$ cat config.mk
export PLATFORM = sky130hd
export DESIGN_NAME = spi_master_arbiter
export DESIGN_NICKNAME = d
export VERILOG_FILES = /design/src/rtl/spi_master_arbiter.sv
export SDC_FILE = /design/constraint.sdc
export NUM_CORES = 1
export LEC_CHECK = 0
export ABC_AREA = 1
export BUFFER_PORTS_ARGS = -buffer_cell sky130_fd_sc_hd__buf_2
export CORE_AREA = 2 2 66 68
export DETAILED_ROUTE_END_ITERATION = 8
export DIE_AREA = 0 0 68 70
export PLACE_DENSITY = 0.95
export SYNTH_ARGS = -nofsm -noshare
export SYNTH_HDL_FRONTEND = slang
export SYNTH_SLANG_ARGS = --single-unit
$ cat constraint.sdc
create_clock -name CLK -period 3.15 [get_ports CLK]
set_input_delay 0.1575 -clock CLK [delete_from_list [all_inputs] [get_ports CLK]]
set_output_delay 0.1575 -clock CLK [all_outputs]
set_load 0.05 [all_outputs]
$ cat src/rtl/spi_master_arbiter.sv
// spi_master_arbiter: round-robin sharing of one SPI master between two burst requesters
module spi_master_arbiter #(
    parameter int ADDR_W = 1,
    parameter int LEN_W  = 8
) (
    input  logic                CLK,
    input  logic                RST_N,
    input  logic [1:0]          REQ,
    input  logic [2*ADDR_W-1:0] ADDR_IN,
    input  logic [2*LEN_W-1:0]  LEN_IN,
    output logic [1:0]          GNT,
    input  logic [15:0]         TX_DATA,
    input  logic [1:0]          TX_VLD,
    output logic [1:0]          TX_RDY,
    output logic [7:0]          RX_DATA,
    output logic [1:0]          RX_VLD,
    output logic [1:0]          DONE,
    output logic                BUSY,
    output logic [ADDR_W-1:0]   M_ADDR,
    output logic [7:0]          M_DIN,
    output logic                M_DIN_LAST,
    output logic                M_DIN_VLD,
    input  logic                M_READY,
    input  logic [7:0]          M_DOUT,
    input  logic                M_DOUT_VLD
);
    typedef enum logic [1:0] {IDLE, XFER, DRAIN, FIN} state_e;
    state_e            state_q, state_d;
    logic [1:0]        gnt_q, gnt_d, done_q, done_d;
    logic              g_q, g_d, last_q, last_d;
    logic [ADDR_W-1:0] addr_q, addr_d;
    logic [LEN_W-1:0]  len_q, len_d, tx_cnt_q, tx_cnt_d, rx_cnt_q, rx_cnt_d;
    logic              win, xfer, rx_on, tx_acc, tx_last, rx_last;

    always_comb begin
        win        = (&REQ) ? ~last_q : REQ[1];
        xfer       = state_q == XFER;
        rx_on      = xfer | state_q == DRAIN;
        tx_last    = tx_cnt_q == len_q;
        rx_last    = M_DOUT_VLD && rx_cnt_q == len_q;
        M_DIN      = xfer ? (g_q ? TX_DATA[15:8] : TX_DATA[7:0]) : 8'h00;
        M_DIN_VLD  = xfer & TX_VLD[g_q];
        M_DIN_LAST = xfer & tx_last;
        tx_acc     = M_DIN_VLD & M_READY;
        TX_RDY     = {2{xfer & M_READY}} & gnt_q;
        RX_VLD     = {2{rx_on & M_DOUT_VLD}} & gnt_q;
        RX_DATA    = rx_on ? M_DOUT : 8'h00;
        GNT        = gnt_q;
        DONE       = done_q;
        BUSY       = state_q != IDLE;
        M_ADDR     = addr_q;
        state_d    = state_q;
        gnt_d      = gnt_q;
        g_d        = g_q;
        last_d     = last_q;
        addr_d     = addr_q;
        len_d      = len_q;
        tx_cnt_d   = tx_cnt_q + LEN_W'(tx_acc);
        rx_cnt_d   = rx_cnt_q + LEN_W'(rx_on & M_DOUT_VLD);
        case (state_q)
            IDLE: if (|REQ) begin
                state_d  = XFER;
                g_d      = win;
                gnt_d    = win ? 2'b10 : 2'b01;
                addr_d   = win ? ADDR_IN[2*ADDR_W-1:ADDR_W] : ADDR_IN[ADDR_W-1:0];
                len_d    = win ? LEN_IN[2*LEN_W-1:LEN_W] : LEN_IN[LEN_W-1:0];
                tx_cnt_d = '0;
                rx_cnt_d = '0;
            end
            // a final DOUT landing with the final TX accept skips DRAIN
            XFER:  if (tx_acc && tx_last) state_d = rx_last ? FIN : DRAIN;
            DRAIN: if (rx_last) state_d = FIN;
            default: begin
                state_d = IDLE;
                gnt_d   = 2'b00;
                last_d  = g_q;
            end
        endcase
        done_d = (state_d == FIN) ? gnt_q : 2'b00;
    end

    always_ff @(posedge CLK or negedge RST_N) begin
        if (!RST_N) begin
            state_q  <= IDLE;
            gnt_q    <= 2'b00;
            done_q   <= 2'b00;
            g_q      <= 1'b0;
            last_q   <= 1'b1;
            addr_q   <= '0;
            len_q    <= '0;
            tx_cnt_q <= '0;
            rx_cnt_q <= '0;
        end else begin
            state_q  <= state_d;
            gnt_q    <= gnt_d;
            done_q   <= done_d;
            g_q      <= g_d;
            last_q   <= last_d;
            addr_q   <= addr_d;
            len_q    <= len_d;
            tx_cnt_q <= tx_cnt_d;
            rx_cnt_q <= rx_cnt_d;
        end
    end
endmodule
Word level (Yosys, flattened, before mapping). Index checks and enable logic that the tools add are counted.

Output and inout bits: 28. Register bits after elaboration: 33. Bits of input ports: 50. Logic and storage cells: 60.

Multiplexer cells: 21. Reduce and logical (&&, ||, !) cells: 10. Add/sub/neg operators: 2. Magnitude comparators: 1. Eq/ne operators: 6. Bitwise operators: 11.

Operator list (count): 8-bit two-way mux (8); 8-bit by 1-bit adder with 8-bit output (2); 8-bit == test (2); 2-bit two-way mux (6); 1-bit bitwise AND (6); 2-bit case mux with 3 select lines (1); 2-bit AND reduction (3); 1-bit two-way mux (5); 2-bit bitwise AND (2); 2-bit == test (second input constant) (2); 2-bit case mux with 2 select lines (1); 2-bit OR reduction (2); 3-bit OR reduction (1); 2-bit by 1-bit == test with 1-bit output (second input constant) (1); 1-bit logical AND (2); 2-bit logical NOT (1); 1-bit by 2-bit less-than comparator with 1-bit output (second input constant) (1); 2-bit inequality test (second input constant) (1); 1-bit NOT (2); 2-bit nonzero test (1); 1-bit bitwise OR (1).

Longest topological paths before layout.
Depth after elaboration: 9. Mapped depth: 12. Gate-level depth less buffers: 12.

Worst setup path before layout. Ideal clock, no wire load.

Kind: flip-flop to output port. From: register state_q[1]. To: output M_DIN_LAST. Cell stages (with the launch flop): 6. Buffers on the path: 1. Arrival: 1937 ps. Slack: 1055 ps. Cell sequence: dfrtp_1 -> inv_1 -> ha_1 -> buf_4 -> inv_1 -> nor3_1.

Word-level cells in the longest chain between the ends: 2.

Ends and longest elaborated chain: start: declaration (RTL line 28) `state_e state_q, state_d;`; start signal: assignment (RTL line 94) `state_q <= state_d;`; 2-bit by 1-bit == test with 1-bit output (RTL line 37) `xfer = state_q == XFER;`; 1-bit bitwise AND (RTL line 43) `M_DIN_LAST = xfer & tx_last;`; end: declaration (RTL line 21) `output logic M_DIN_LAST,`.

No other way between the ends.

Final worst setup path.
From: register state_q[0]. To: register rx_cnt_q[6].

Word-level cells in the longest chain between the ends: 6. Elaborated cells between the ends (all ways): 8. Those cells by class: 1 x add/sub; 2 x eq/ne; 2 x mux; 2 x bitwise; 1 x reduce/logical.

Ends and longest elaborated chain: 2-bit by 1-bit == test with 1-bit output / 2-bit == test (equally long branches) (RTL line 37, 38); 1-bit bitwise OR (RTL line 38) `rx_on = xfer | state_q == DRAIN;`; 1-bit bitwise AND (RTL line 59) `rx_cnt_d = rx_cnt_q + LEN_W'(rx_on & M_DOUT_VLD);`; 8-bit by 1-bit adder with 8-bit output (RTL line 59); 8-bit two-way mux (RTL line 61) `IDLE: if (|REQ) begin`; 8-bit two-way mux (*) (RTL line 60) `case (state_q)`; via rx_cnt_d[6] (RTL line 32) `logic [LEN_W-1:0] len_q, len_d, tx_cnt_q, tx_cnt_d, rx_cnt_q, rx_cnt_d;`; end signal: assignment (RTL line 102) `rx_cnt_q <= rx_cnt_d;`; end: declaration (RTL line 32).

Mark *: on every way through the listed nets, which the timed path passes. The rest lies on a longest branch. A chain may end at the register's enable or synchronous reset.

==> results.txt <==
* Hold buffer count at CTS: 1
* H-Tree Level Count: 2
* Weighted congestion reported at the end of routability-driven placement: 0.849
* Fraction of met1 tracks used by global routing: 0.301
- Fraction of synthesized cell area taken by the top area cell type: 0.381
* Via count of the first global-routing pass: 2110
- Across the routed clock network, the largest skew measured is 0.0102 ns.
* Accumulated negative setup slack: 0 ns
- nand2_1 is the most common cell in the netlist.
* Flip-flop and latch count after synthesis: 33
- Average wire per cell in the routed design: 12.5 µm
- Share of synthesized flip-flops with an asynchronous set or reset: 1.00
- Kind of end point of the critical path: flip-flop
* Portion of the clock cycle consumed by the worst path in the final layout: 0.715
* GRT Residual Overflow: 0
* Areal power density over the cells: 1020 nW/µm²
- Share of synthesized area occupied by flip-flops and latches: 0.393
- Synthesized net count: 358
- Post-cts resize count: 0
- Overall power consumption after layout is estimated at 2.67 mW.
- The number of endpoints with negative hold slack in the final report is 0.
- The detailed router finished its first iteration with 129 violations.
* Most used standard cells in the synthesized netlist: 64 x nand2_1, 53 x nor2_1, 37 x inv_1
- Sequential cell fraction of total power: 0.251
- The worst setup path is launched from a flip-flop.
- After detailed routing, the number of remaining DRC violations is 0.
* Commonest register cell after synthesis: dfrtp_1
- The tool flagged a number of max-cap violations equal to 0.
- Mean post-synth cell area: 7.01 µm²
- After synthesis the cells add up to 2100 µm².
* DR vias/cell: 5.06
- Cell chain of the critical path: inv_1, ha_1, nand2_1, inv_1, ha_1, ha_1, nand3_1, nor2_1, xor2_1, nor2_1
* Yosys synthesis warning count: 0
- 78 I/O pins were placed.
- The total count of max-transition violations in the final report is 0.
* Reported net switching power: 1.50 mW
- Across the VDD grid, the largest voltage drop is 662 µV.
- 1st-pass router iterations: 4
- In the final layout, the share of cells above drive strength 1 is 0.294.
* Clock Latency Late Sink: 0.29 ns
- Total via count after detailed routing: 2175
* Count of clock tree sinks: 33
- Detailed placement HPWL: 4070 µm
* Maximum count of clock buffers along a single path: 2
- The most numerous cell type found on the critical path is ha_1.
- Setup repair after global routing left no endpoint under its margin.
- The setup path with the least slack is of type reg -> reg.
* Post-route ant nets: 0
* Global-route track usage on met2: 0.427
- Setup violations remaining at the end of the flow were counted as 0.
- Maximum fanout encountered on the critical timing path: 11
- Post-CTS repair timing setup buffer count: 0
- Top cell type by total area after synthesis: dfrtp_1
* CP max-delay cell: ha_1
- Core outline area: 4140 µm²
- The internal power of the cells totals 1.17 mW.
- Chip height: 70 µm
- In this design, the stage delay of the slowest critical-path cell is 0.52 ns.
* Post-layout nets: 436
* Root Buffer: clkbuf_8
- The run finished with clean final reports.
- Data on the critical path arrives at its endpoint at 2.42 ns.
- Synthesis produced 300 cells.
* Class of the worst hold path: in -> reg
* Relative contribution of the clock network to total power: 0.123
* Area added between synthesis and finish: 24.3%
- Met3 usage in global routing: 0.0596
* Sum of routed wire length over all layers: 5360 µm
- Data required time of the critical path: 3.32 ns
* Number of antenna diodes: 0
- Width of the chip: 68 µm
* Pleak: 1.46 nW
- Area enclosed by the die boundary: 4760 µm²
- Entering global routing, the biggest net connects 34 pins.
- Headroom to the max-slew limit came out at 0.499.
- In this run the core area contains 24 standard-cell rows.
* Initial standard-cell utilization of the core: 0.507
* Num CTS Buffers: 5
- For the pin with the worst max-slew slack, the measured transition is 0.752 ns.
- Of the total power, the share spent switching nets is 0.563.
* Post-layout min period: 2.25 ns
- Number of flops mapped to enable cells by yosys: 0
- IO buf count: 77
- Clock-pin slew was measured on the worst setup and hold paths at 0.07 ns.
- Antenna violations before repair: 0
- FMAX: 0.444 GHz
- CTS tree: yes
- The first global-routing pass estimated 9130 µm of wire.
- Global-route total usage across every layer: 0.253
- Of the total power, combinational logic draws 0.626.
- Number of distinct library cells after synthesis: 28
* Cell types occupying the most area after synthesis: dfrtp_1 38%, nand2_1 11%, nor2_1 9.5%, inv_1 6.6%, o21ai_0 6.2%
- met2 is the most crowded layer.
==> placed cells by master, fill, tap and decap left out, types with 2 or more instances in the layout <==
cell type and instances:
o22ai_1 8, buf_2 77, a21oi_1 15, nand2_1 64, nand3_2 2, inv_2 11, clkbuf_8 6, nand2_2 5
nor2_2 4, nor2_1 53, nor3_1 5, xor2_1 6, nand3_1 7, ha_1 8, inv_1 37, dfrtp_1 32
o21ai_0 26
==> cell families after synthesis <==
| logic type | count (synthesis) | synth area share |
|---|---|---|
| buffers and inverters | 58 | 0.111 |
| and+or+nand+nor | 141 | 0.282 |
| adders and majority gates | 8 | 0.0476 |
| xor gates and xnor gates | 7 | 0.0292 |
| AOI/OAI and AO/OA | 53 | 0.138 |
| DFF | 33 | 0.393 |
==> worst paths after layout <==
| check | start | endpoint | slack, ns | cells after the start |
|---|---|---|---|---|
| worst min-delay path | LEN_IN[10] | len_q[2] | 0.12 | 3 |
| worst max-delay path | state_q[0] | rx_cnt_q[6] | 0.90 | 10 |
| worst max register to register | state_q[0] | rx_cnt_q[6] | 0.90 | 10 |
| max in group asynchronous | RST_N | DONE[0] | 2.19 | 2 |
| worst min register to register | M_ADDR | M_ADDR | 0.50 | 2 |
| min in group asynchronous | RST_N | len_q[7] | 0.47 | 2 |
==> cell type report <==
class	count	area [µm²]
Tap cell	52	65.1
Clock buffer	7	86.3
Inverter	50	189
Timing Repair Buffer	79	403
Sequential cell	33	827
Multi-Input combinational cell	209	1040
Fill cell	355	1530
==> critical path, delay by kind of cell, from the launching register on <==
kind / cells / cell delay, ns
fa+ha+maj: 3 / 0.88
simple gates: 4 / 0.49
flops: 1 / 0.38
buf+inv: 2 / 0.20
xor+xnor: 1 / 0.16
==> power groups by stage <==
stage	sequential, mW	clock [mW]	combinational [mW]
2_1_floorplan	0.697	0	1.28
3_3_place_gp	0.668	0	1.62
3_5_place_dp	0.674	0	1.66
4_1_cts	0.668	0.333	1.67
5_1_grt	0.686	0.342	1.85
6_report	0.670	0.328	1.67
==> per-layer routing <==
| layer | share of wire | vias up | wire (µm) |
|---|---|---|---|
| li1 | - | 1088 | - |
| met1 | 0.39 | 981 | 2090 |
| met2 | 0.52 | 98 | 2760 |
| met3 | 0.077 | 8 | 412 |
| met4 | 0.017 | 0 | 89 |
| met5 | 0 | - | 0 |
==> per-stage QoR <==
step / instance area, µm² / std cells / worst slack, ns / util / hold slack, ns
2_1_floorplan: 2100 / 300 / 1.06 / - / -0.138
3_3_place_gp: 2520 / 422 / 1.08 / 0.607 / 0.247
3_5_place_dp: 2520 / 422 / 0.954 / 0.607 / 0.256
4_1_cts: 2610 / 430 / 0.928 / 0.630 / 0.122
5_1_grt: 2610 / 430 / 0.666 / 0.630 / 0.148
6_report: 2610 / 430 / 0.898 / 0.630 / 0.123
==> registers in the layout (all words and copies together), names as in the netlist, 2 cells and up <==
name	count
len_q	8
rx_cnt_q	8
GNT	2
state_q	2
tx_cnt_q	8
DONE	2
No activity file was read; power rests on OpenSTA's default activity.
